===== config.mk =====
export PLATFORM = sky130hd
export DESIGN_NAME = alu_exec_unit
export DESIGN_NICKNAME = d
export VERILOG_FILES = /design/src/rtl/alu_exec_unit.sv
export SDC_FILE = /design/constraint.sdc
export NUM_CORES = 1
export LEC_CHECK = 0
export ABC_AREA = 0
export BUFFER_PORTS_ARGS = -buffer_cell sky130_fd_sc_hd__buf_4
export CORE_MARGIN = 3
export CORE_UTILIZATION = 55
export CTS_BUF_LIST = sky130_fd_sc_hd__clkbuf_4 sky130_fd_sc_hd__clkbuf_8 sky130_fd_sc_hd__clkbuf_16
export CTS_CLUSTER_DIAMETER = 30
export DETAILED_ROUTE_END_ITERATION = 7
export PLACE_DENSITY_LB_ADDON = 0.08
export REMOVE_ABC_BUFFERS = 1
export SLEW_MARGIN = 5
export SYNTH_ARGS = -nofsm -noshare
export SYNTH_HDL_FRONTEND = slang
export SYNTH_SLANG_ARGS = --single-unit

===== constraint.sdc =====
create_clock -name clock -period 3 [get_ports clock]
set_clock_uncertainty 0.1 [all_clocks]
set_input_delay 0.9 -clock clock [delete_from_list [all_inputs] [get_ports clock]]
set_output_delay 0.9 -clock clock [all_outputs]
set_load 0.01 [all_outputs]

===== src/rtl/alu_exec_unit.sv =====
// Execution unit: single-cycle ALU ops, iterative shift-add MUL, optional DIV.
// Define ALU_DIV_EN to build the restoring divider for opcode 13.
module alu_exec_unit #(
  parameter int WIDTH = 8
) (
  input  logic               clock,
  input  logic               reset,
  input  logic               enAlu,
  input  logic [3:0]         opcode,
  input  logic [WIDTH-1:0]   opA,
  input  logic [WIDTH-1:0]   opB,
  output logic [2*WIDTH-1:0] result,
  output logic               zero,
  output logic               carry,
  output logic               err,
  output logic               busy,
  output logic               done
);

  localparam int RW = 2 * WIDTH;
  localparam logic [3:0] LAST = 4'(WIDTH);

  typedef enum logic [1:0] {
    S_IDLE,
    S_EXEC,
    S_MUL,
    S_DIV
  } state_e;

  state_e            state_q, state_d;
  logic [3:0]        op_q, op_d;
  logic [WIDTH-1:0]  a_q, a_d;
  logic [WIDTH-1:0]  b_q, b_d;
  logic [RW-1:0]     acc_q, acc_d;
  logic [RW-1:0]     mc_q, mc_d;
  logic [3:0]        cnt_q, cnt_d;
  logic [RW-1:0]     result_q, result_d;
  logic              zero_q, zero_d;
  logic              carry_q, carry_d;
  logic              err_q, err_d;
  logic              done_q, done_d;

  logic [WIDTH:0]    add_w, sub_w, shl_w;
  logic [WIDTH-1:0]  alu_n;
  logic [RW-1:0]     alu_res;
  logic              alu_c, alu_e;

  assign add_w = {1'b0, a_q} + {1'b0, b_q};
  assign sub_w = {1'b0, a_q} - {1'b0, b_q};
  assign shl_w = {1'b0, a_q} << b_q[2:0];

`ifdef ALU_DIV_EN
  logic [RW:0]      div_t;
  logic [WIDTH:0]   div_r;
  logic [WIDTH:0]   div_s;
  logic [RW-1:0]    div_nx;

  // One restoring step on the packed {remainder, quotient} accumulator
  assign div_t  = {acc_q, 1'b0};
  assign div_r  = div_t[RW:WIDTH];
  assign div_s  = div_r - {1'b0, b_q};
  assign div_nx = div_s[WIDTH] ? div_t[RW-1:0]
                               : {div_s[WIDTH-1:0], div_t[WIDTH-1:1], 1'b1};
`endif

  always_comb begin
    alu_n = '0;
    alu_c = 1'b0;
    alu_e = 1'b0;
    alu_res = '0;
    case (op_q)
      4'd0:  {alu_c, alu_n} = add_w;
      4'd1:  {alu_c, alu_n} = sub_w;
      4'd2:  alu_n = a_q & b_q;
      4'd3:  alu_n = a_q | b_q;
      4'd4:  alu_n = ~a_q;
      4'd5:  alu_n = a_q ^ b_q;
      4'd6:  {alu_c, alu_n} = shl_w;
      4'd7:  alu_n = -a_q;
      4'd8:  alu_n = a_q >> b_q[2:0];
      4'd9:  alu_n = ~(a_q & b_q);
      4'd10: alu_n = ~(a_q | b_q);
      4'd11: alu_n = ~(a_q ^ b_q);
`ifdef ALU_DIV_EN
      4'd13: alu_e = 1'b1;
`endif
      default: alu_e = 1'b1;
    endcase
    alu_res = {{WIDTH{1'b0}}, alu_n};
`ifdef ALU_DIV_EN
    // Only a zero divisor reaches the single-cycle path for opcode 13
    if (op_q == 4'd13) alu_res = '1;
`endif
  end

  always_comb begin
    state_d  = state_q;
    op_d     = op_q;
    a_d      = a_q;
    b_d      = b_q;
    acc_d    = acc_q;
    mc_d     = mc_q;
    cnt_d    = cnt_q;
    result_d = result_q;
    zero_d   = zero_q;
    carry_d  = carry_q;
    err_d    = err_q;
    done_d   = 1'b0;
    unique case (state_q)
      S_IDLE: begin
        if (enAlu) begin
          op_d    = opcode;
          a_d     = opA;
          b_d     = opB;
          acc_d   = '0;
          mc_d    = {{WIDTH{1'b0}}, opA};
          cnt_d   = '0;
          state_d = S_EXEC;
          if (opcode == 4'd12) state_d = S_MUL;
`ifdef ALU_DIV_EN
          if (opcode == 4'd13 && opB != '0) begin
            state_d = S_DIV;
            acc_d   = {{WIDTH{1'b0}}, opA};
          end
`endif
        end
      end
      S_EXEC: begin
        result_d = alu_res;
        zero_d   = (alu_res == '0);
        carry_d  = alu_c;
        err_d    = alu_e;
        done_d   = 1'b1;
        state_d  = S_IDLE;
      end
      S_MUL: begin
        if (cnt_q == LAST) begin
          result_d = acc_q;
          zero_d   = (acc_q == '0);
          carry_d  = 1'b0;
          err_d    = 1'b0;
          done_d   = 1'b1;
          state_d  = S_IDLE;
        end else begin
          if (b_q[0]) acc_d = acc_q + mc_q;
          mc_d  = mc_q << 1;
          b_d   = b_q >> 1;
          cnt_d = cnt_q + 4'd1;
        end
      end
      S_DIV: begin
`ifdef ALU_DIV_EN
        if (cnt_q == LAST) begin
          result_d = acc_q;
          zero_d   = (acc_q == '0);
          carry_d  = 1'b0;
          err_d    = 1'b0;
          done_d   = 1'b1;
          state_d  = S_IDLE;
        end else begin
          acc_d = div_nx;
          cnt_d = cnt_q + 4'd1;
        end
`else
        state_d = S_IDLE;
`endif
      end
      default: state_d = S_IDLE;
    endcase
  end

  always_ff @(posedge clock or posedge reset) begin
    if (reset) begin
      state_q  <= S_IDLE;
      op_q     <= '0;
      a_q      <= '0;
      b_q      <= '0;
      acc_q    <= '0;
      mc_q     <= '0;
      cnt_q    <= '0;
      result_q <= '0;
      zero_q   <= 1'b0;
      carry_q  <= 1'b0;
      err_q    <= 1'b0;
      done_q   <= 1'b0;
    end else begin
      state_q  <= state_d;
      op_q     <= op_d;
      a_q      <= a_d;
      b_q      <= b_d;
      acc_q    <= acc_d;
      mc_q     <= mc_d;
      cnt_q    <= cnt_d;
      result_q <= result_d;
      zero_q   <= zero_d;
      carry_q  <= carry_d;
      err_q    <= err_d;
      done_q   <= done_d;
    end
  end

  assign result = result_q;
  assign zero   = zero_q;
  assign carry  = carry_q;
  assign err    = err_q;
  assign done   = done_q;
  assign busy   = (state_q != S_IDLE);

endmodule


* Word level (Yosys, flattened, before mapping)
Index checks and enable logic that the tools add are counted.
** Operators by class
- $add $sub $neg :: 5
- Multiply operators :: 0
- Div/mod/pow operators :: 0
- Order comparisons :: 0
- Equality and inequality tests :: 20
- Shifts and indexed selects :: 2
- Multiplexer cells :: 29
- Bitwise logic cells :: 7
- Reductions and logical operators :: 14
** Operators with widths (number)
- $mux 16 :: 6
- $pmux 16 s2 :: 3
- $pmux 8 s12 :: 1
- $logic_not 16->1 :: 2
- $not 8->8 :: 4
- $eq 4x4->1 const B :: 6
- $add 16x16->16 :: 1
- $eq 4x3->1 const B :: 4
- $mux 8 :: 2
- $pmux 8 s2 :: 1
- $reduce_or 12->1 :: 1
- $add 8x8->9 :: 1
- $shl 8x3->9 :: 1
- $sub 8x8->9 :: 1
- $and 8x8->8 :: 1
- $eq 4x2->1 const B :: 2
- $mux 4 :: 2
- $ne 2x2->1 const B :: 4
- $neg 8->8 :: 1
- $or 8x8->8 :: 1
- $pmux 1 s2 :: 4
- $pmux 4 s2 :: 1
- $shr 8x3->8 :: 1
- $xor 8x8->8 :: 1
- other kinds (15) :: 25
** Storage, ports and cells
- Flip-flop bits (word level) :: 78
- Latch bits :: 0
- RAM bits :: 0
- ROM bits :: 0
- Output and inout bits :: 21
- Memories :: 0

* Logic depth before layout (Yosys ltp)
- Depth in word-level cells :: 5
- Mapped depth :: 12
- Mapped depth without buffers :: 10

* Worst setup path after synthesis
Ideal clock, no wire load.
- Path type :: register to register
- Start point :: register a_q[0]
- End point :: register zero_q, in the netlist zero
- Arrival :: 2.584 ns
- Data required time :: 2.824 ns
- Setup slack :: 0.239 ns
- Cell stages (with the launch flop) :: 12
- Path buffers :: 1
- Clock period less this slack :: 2.761 ns
- Path through :: dfrtp_1 clkbuf_1 inv_1 ha_1 fa_1 inv_1 mux4_2 a22oi_1 o211ai_1 nor4_2 nand4_1 o21ai_1
** Between the ends
- Cells in the longest elaborated chain, start to end :: 5
** RTL lines
- from (decl) :: line 32 : logic [WIDTH-1:0] a_q, a_d;
- from (signal assigned) :: line 176 : a_q <= '0;
- from (signal assigned) :: line 189 : a_q <= a_d;
- branches (longest 2 deep; another with $neg 8->8)
- $pmux 8 s12 * :: line 71 : case (op_q)
- $logic_not 16->1 * :: line 130 : zero_d = (alu_res == '0);
- $pmux 1 s2 * :: line 109 : unique case (state_q)
- to (signal assigned) :: line 195 : zero_q <= zero_d;
- to (decl) :: line 38 : logic zero_q, zero_d;
Every way passes the cells marked *.
A chain may end at the register's enable or synchronous reset.

* Worst setup path after layout
- Start point :: register a_q[6]
- End point :: register result_q[6], in the netlist result[6]
** Between the ends
- Cells in the longest elaborated chain, start to end :: 4
** RTL lines
- branches (longest 2 deep; another with $neg 8->8)
- $pmux 8 s12 * :: line 71
- $pmux 16 s2 * :: line 109
- to (signal assigned) :: line 194 : result_q <= result_d;
- to (decl) :: line 37 : logic [RW-1:0] result_q, result_d;
Marks and branches as above.

==> metrics.txt <==
first-pass GRT wire length between 30000 and 40000 µm; vias in the first global route between 5000 and 6000; Total GRT Usage 31.4%; maximum clock rate 343 MHz; CTS Buffer Depth 2; die area 13100 µm²; final worst slack 0.0859 ns; worst-margin pin slew 1.14 ns; most frequent cells in the layout nand2_1, dfrtp_1, buf_4; Syn Inst Count 725; RSZ-0062 raised after global routing no; number of synthesized flops with an enable pin 0; post-CTS setup repair buffer count 0; DR WL met2 8590 µm; total power 8.06 mW; average cell area after synthesis between 8 and 9 µm²; Area after DPL around 7000 µm²; Tmin final roughly 3 ns; Hold Vio Cnt, Final 0; LEAKAGE about 3.3 nW; final wirelength a little under 20000 µm; fin area approximately 7300 µm²; n_diodes 0; Residual DRC 0; CP cell instances inv_1, ha_1, mux2i_1, a22o_1, a2111oi_0, o211ai_1, nor3_1, and2_1, o21ai_0; core area 11200 µm²; maximum VDD drop approximately 0.72 mV; Vias/cell between 6 and 7; asr flop ratio synth 100%; critical path's largest stage delay 0.64 ns; Post-DRT Antenna Nets 0; status completed; Via Count 5963; die height 114 µm; worst hold-check path type register to register; Setup Crit Path Kind register to register; fill cell count 949; IO Port Bufs 43; Final GP Congestion 1.01; Max FO, Critical Path 8; Avg WL per Cell 21.8 µm; Worst-Skew Late Latency between 0.3 and 0.4 ns; Sink Count 78; H-Tree Depth 3; DRT met1 WL around 9100 µm; Mapped Area 6460 µm²; area occupied by multi-input gates 4100 µm²; Gate power share 65.7%; Initial Util roughly 58%; synth warn 0; CTS tree built; IO Count 44; Worst Path Buf+Inv 1; Post-Place Worst Slack 0.0650 ns; Tcrit/Tclk final 97.1%; worst endpoint required time 3.13 ns; Rows 38; final setup vio count 0; Die X 114 µm; gr ovfl total 0; max layer used met4; Top delay family on crit path compound AO/OA/AOI/OAI gates; Clk pwr share between 10 and 15%; slew margin rel. between 20% and 30%; Yosys reg bits 78; layout cells sized above 1 19.0%; Num CTS Buffers 9; largest net degree at the start of global routing 79; DP HPWL 14600 µm; Yosys top cell by area dfrtp_1; setup TNS 0 ns; FF+latch area 1950 µm²; crit start category register; sw frac 48.5%; synth top area cells dfrtp_1, ha_1, nand2_1; Final Max Slew Viols 0; sequential share of the synthesized area 30.2%; metal3 WL 1710 µm; Root Driver clkbuf_16; Worst setup EP type register; Distinct cells, synth 80; CP arrival between 3 and 4 ns; main flop type after synthesis dfrtp_1; initial drt markers 714; commonest non-fill, non-tap cell in the layout nand2_1; Worst-path clk slew 0.06 ns; initial antenna violation count 0; internal power between 4 and 5 mW; Max Cap Viol 0; Psw 3.91 mW; Nets approximately 840; drt first pass iters 7; power per cell area around 1100 nW/µm²; Flop pwr share 20.5%; slowest CP cell a2111oi_0; area delta synth->final 12.8%; post-synth top area share a little under a third; hold slack 0.378 ns
[final cells by class]
cell class	instances	share of cell area, %
Inverter	36	1.87
Multi-Input combinational cell	562	56.3
Tap cell	140	2.40
Timing Repair Buffer	79	8.65
Sequential cell	78	26.8
Clock buffer	11	3.38
Clock inverter	4	0.652
[final timing paths]
| path | cells after the start | startpoint | slack (ns) | end |
|---|---|---|---|---|
| max in group asynchronous | 3 | reset | 1.92 | b_q[2]$_DFFE_PP0P_ |
| min in group asynchronous | 3 | reset | 0.53 | cnt_q[0]$_DFFE_PP0P_ |
| setup / recovery | 9 | a_q[6]$_DFFE_PP0P_ | 0.09 | result[6]$_DFFE_PP0P_ |
| hold reg to reg | 2 | carry$_DFFE_PP0P_ | 0.38 | carry$_DFFE_PP0P_ |
| setup reg to reg | 9 | a_q[6]$_DFFE_PP0P_ | 0.09 | result[6]$_DFFE_PP0P_ |
| hold / removal | 2 | carry$_DFFE_PP0P_ | 0.38 | carry$_DFFE_PP0P_ |
[cells by family after synthesis]
| family | Yosys count | synth area share, % |
|---|---|---|
| adder cells (fa/ha/maj) | 52 | 10.4 |
| AND/OR/NAND/NOR | 262 | 21.2 |
| flip-flops | 78 | 30.2 |
| buffers and inverters | 85 | 6.66 |
| AO/OA/AOI/OAI | 174 | 18.5 |
| XOR/XNOR | 20 | 2.71 |
| multiplexers | 54 | 10.3 |
[cells in the mapped netlist (all sizes together) (7+ instances only)]
| library cell | number |
|---|---|
| xnor2 | 17 |
| nand2 | 97 |
| buf | 16 |
| nor4 | 9 |
| or3 | 8 |
| nor3 | 21 |
| o211ai | 11 |
| nand2b | 7 |
| o31ai | 13 |
| clkbuf | 33 |
| mux4 | 8 |
| mux2i | 28 |
| a21o | 9 |
| mux2 | 18 |
| a22o | 9 |
| nand3 | 29 |
| nor2 | 29 |
| a21oi | 25 |
| o22ai | 7 |
| and3 | 7 |
| ha | 49 |
| dfrtp | 78 |
| o21ai | 44 |
| inv | 34 |
| nand4 | 8 |
[metal layers]
layer  GRT usage [%]  vias up
met4            9.58        0
met1            47.9     2861
met3            4.23       26
met5               0        -
li1                -     2749
met2            46.4      327
[repair_timing]
item	in CTS	in global routing
setup endpoints to repair	0	2
hold buffers	0	0
resized for setup	0	2
[sequential cells by signal, indices dropped and copies added (netlist names), 2 cells and up]
signal,cells
result,16
a_q,8
b_q,8
mc_q,16
cnt_q,4
op_q,4
acc_q,16
state_q,2
[power by group through the flow]
stage	clock [mW]	sequential, mW	combinational, mW
finish	1.11	1.66	5.30
detailed placement	0	1.66	5.10
global route	1.16	1.69	5.72
global placement	0	1.65	5.07
floorplan	0	1.90	3.03
CTS	1.13	1.65	5.13
[worst min-delay path: stages, from the launching register on]
cell and delay (ns):
dfrtp_1 0.35, nand2_1 0.05, nand2_1 0.05
[through the flow]
stage,utilization (%),cells
4_1_cts,65.1,910
5_1_grt,65.2,910
2_1_floorplan,-,676
6_report,65.2,910
3_5_place_dp,62.5,895
3_3_place_gp,62.5,895
Note: power is estimated with default switching activity, not from simulation.
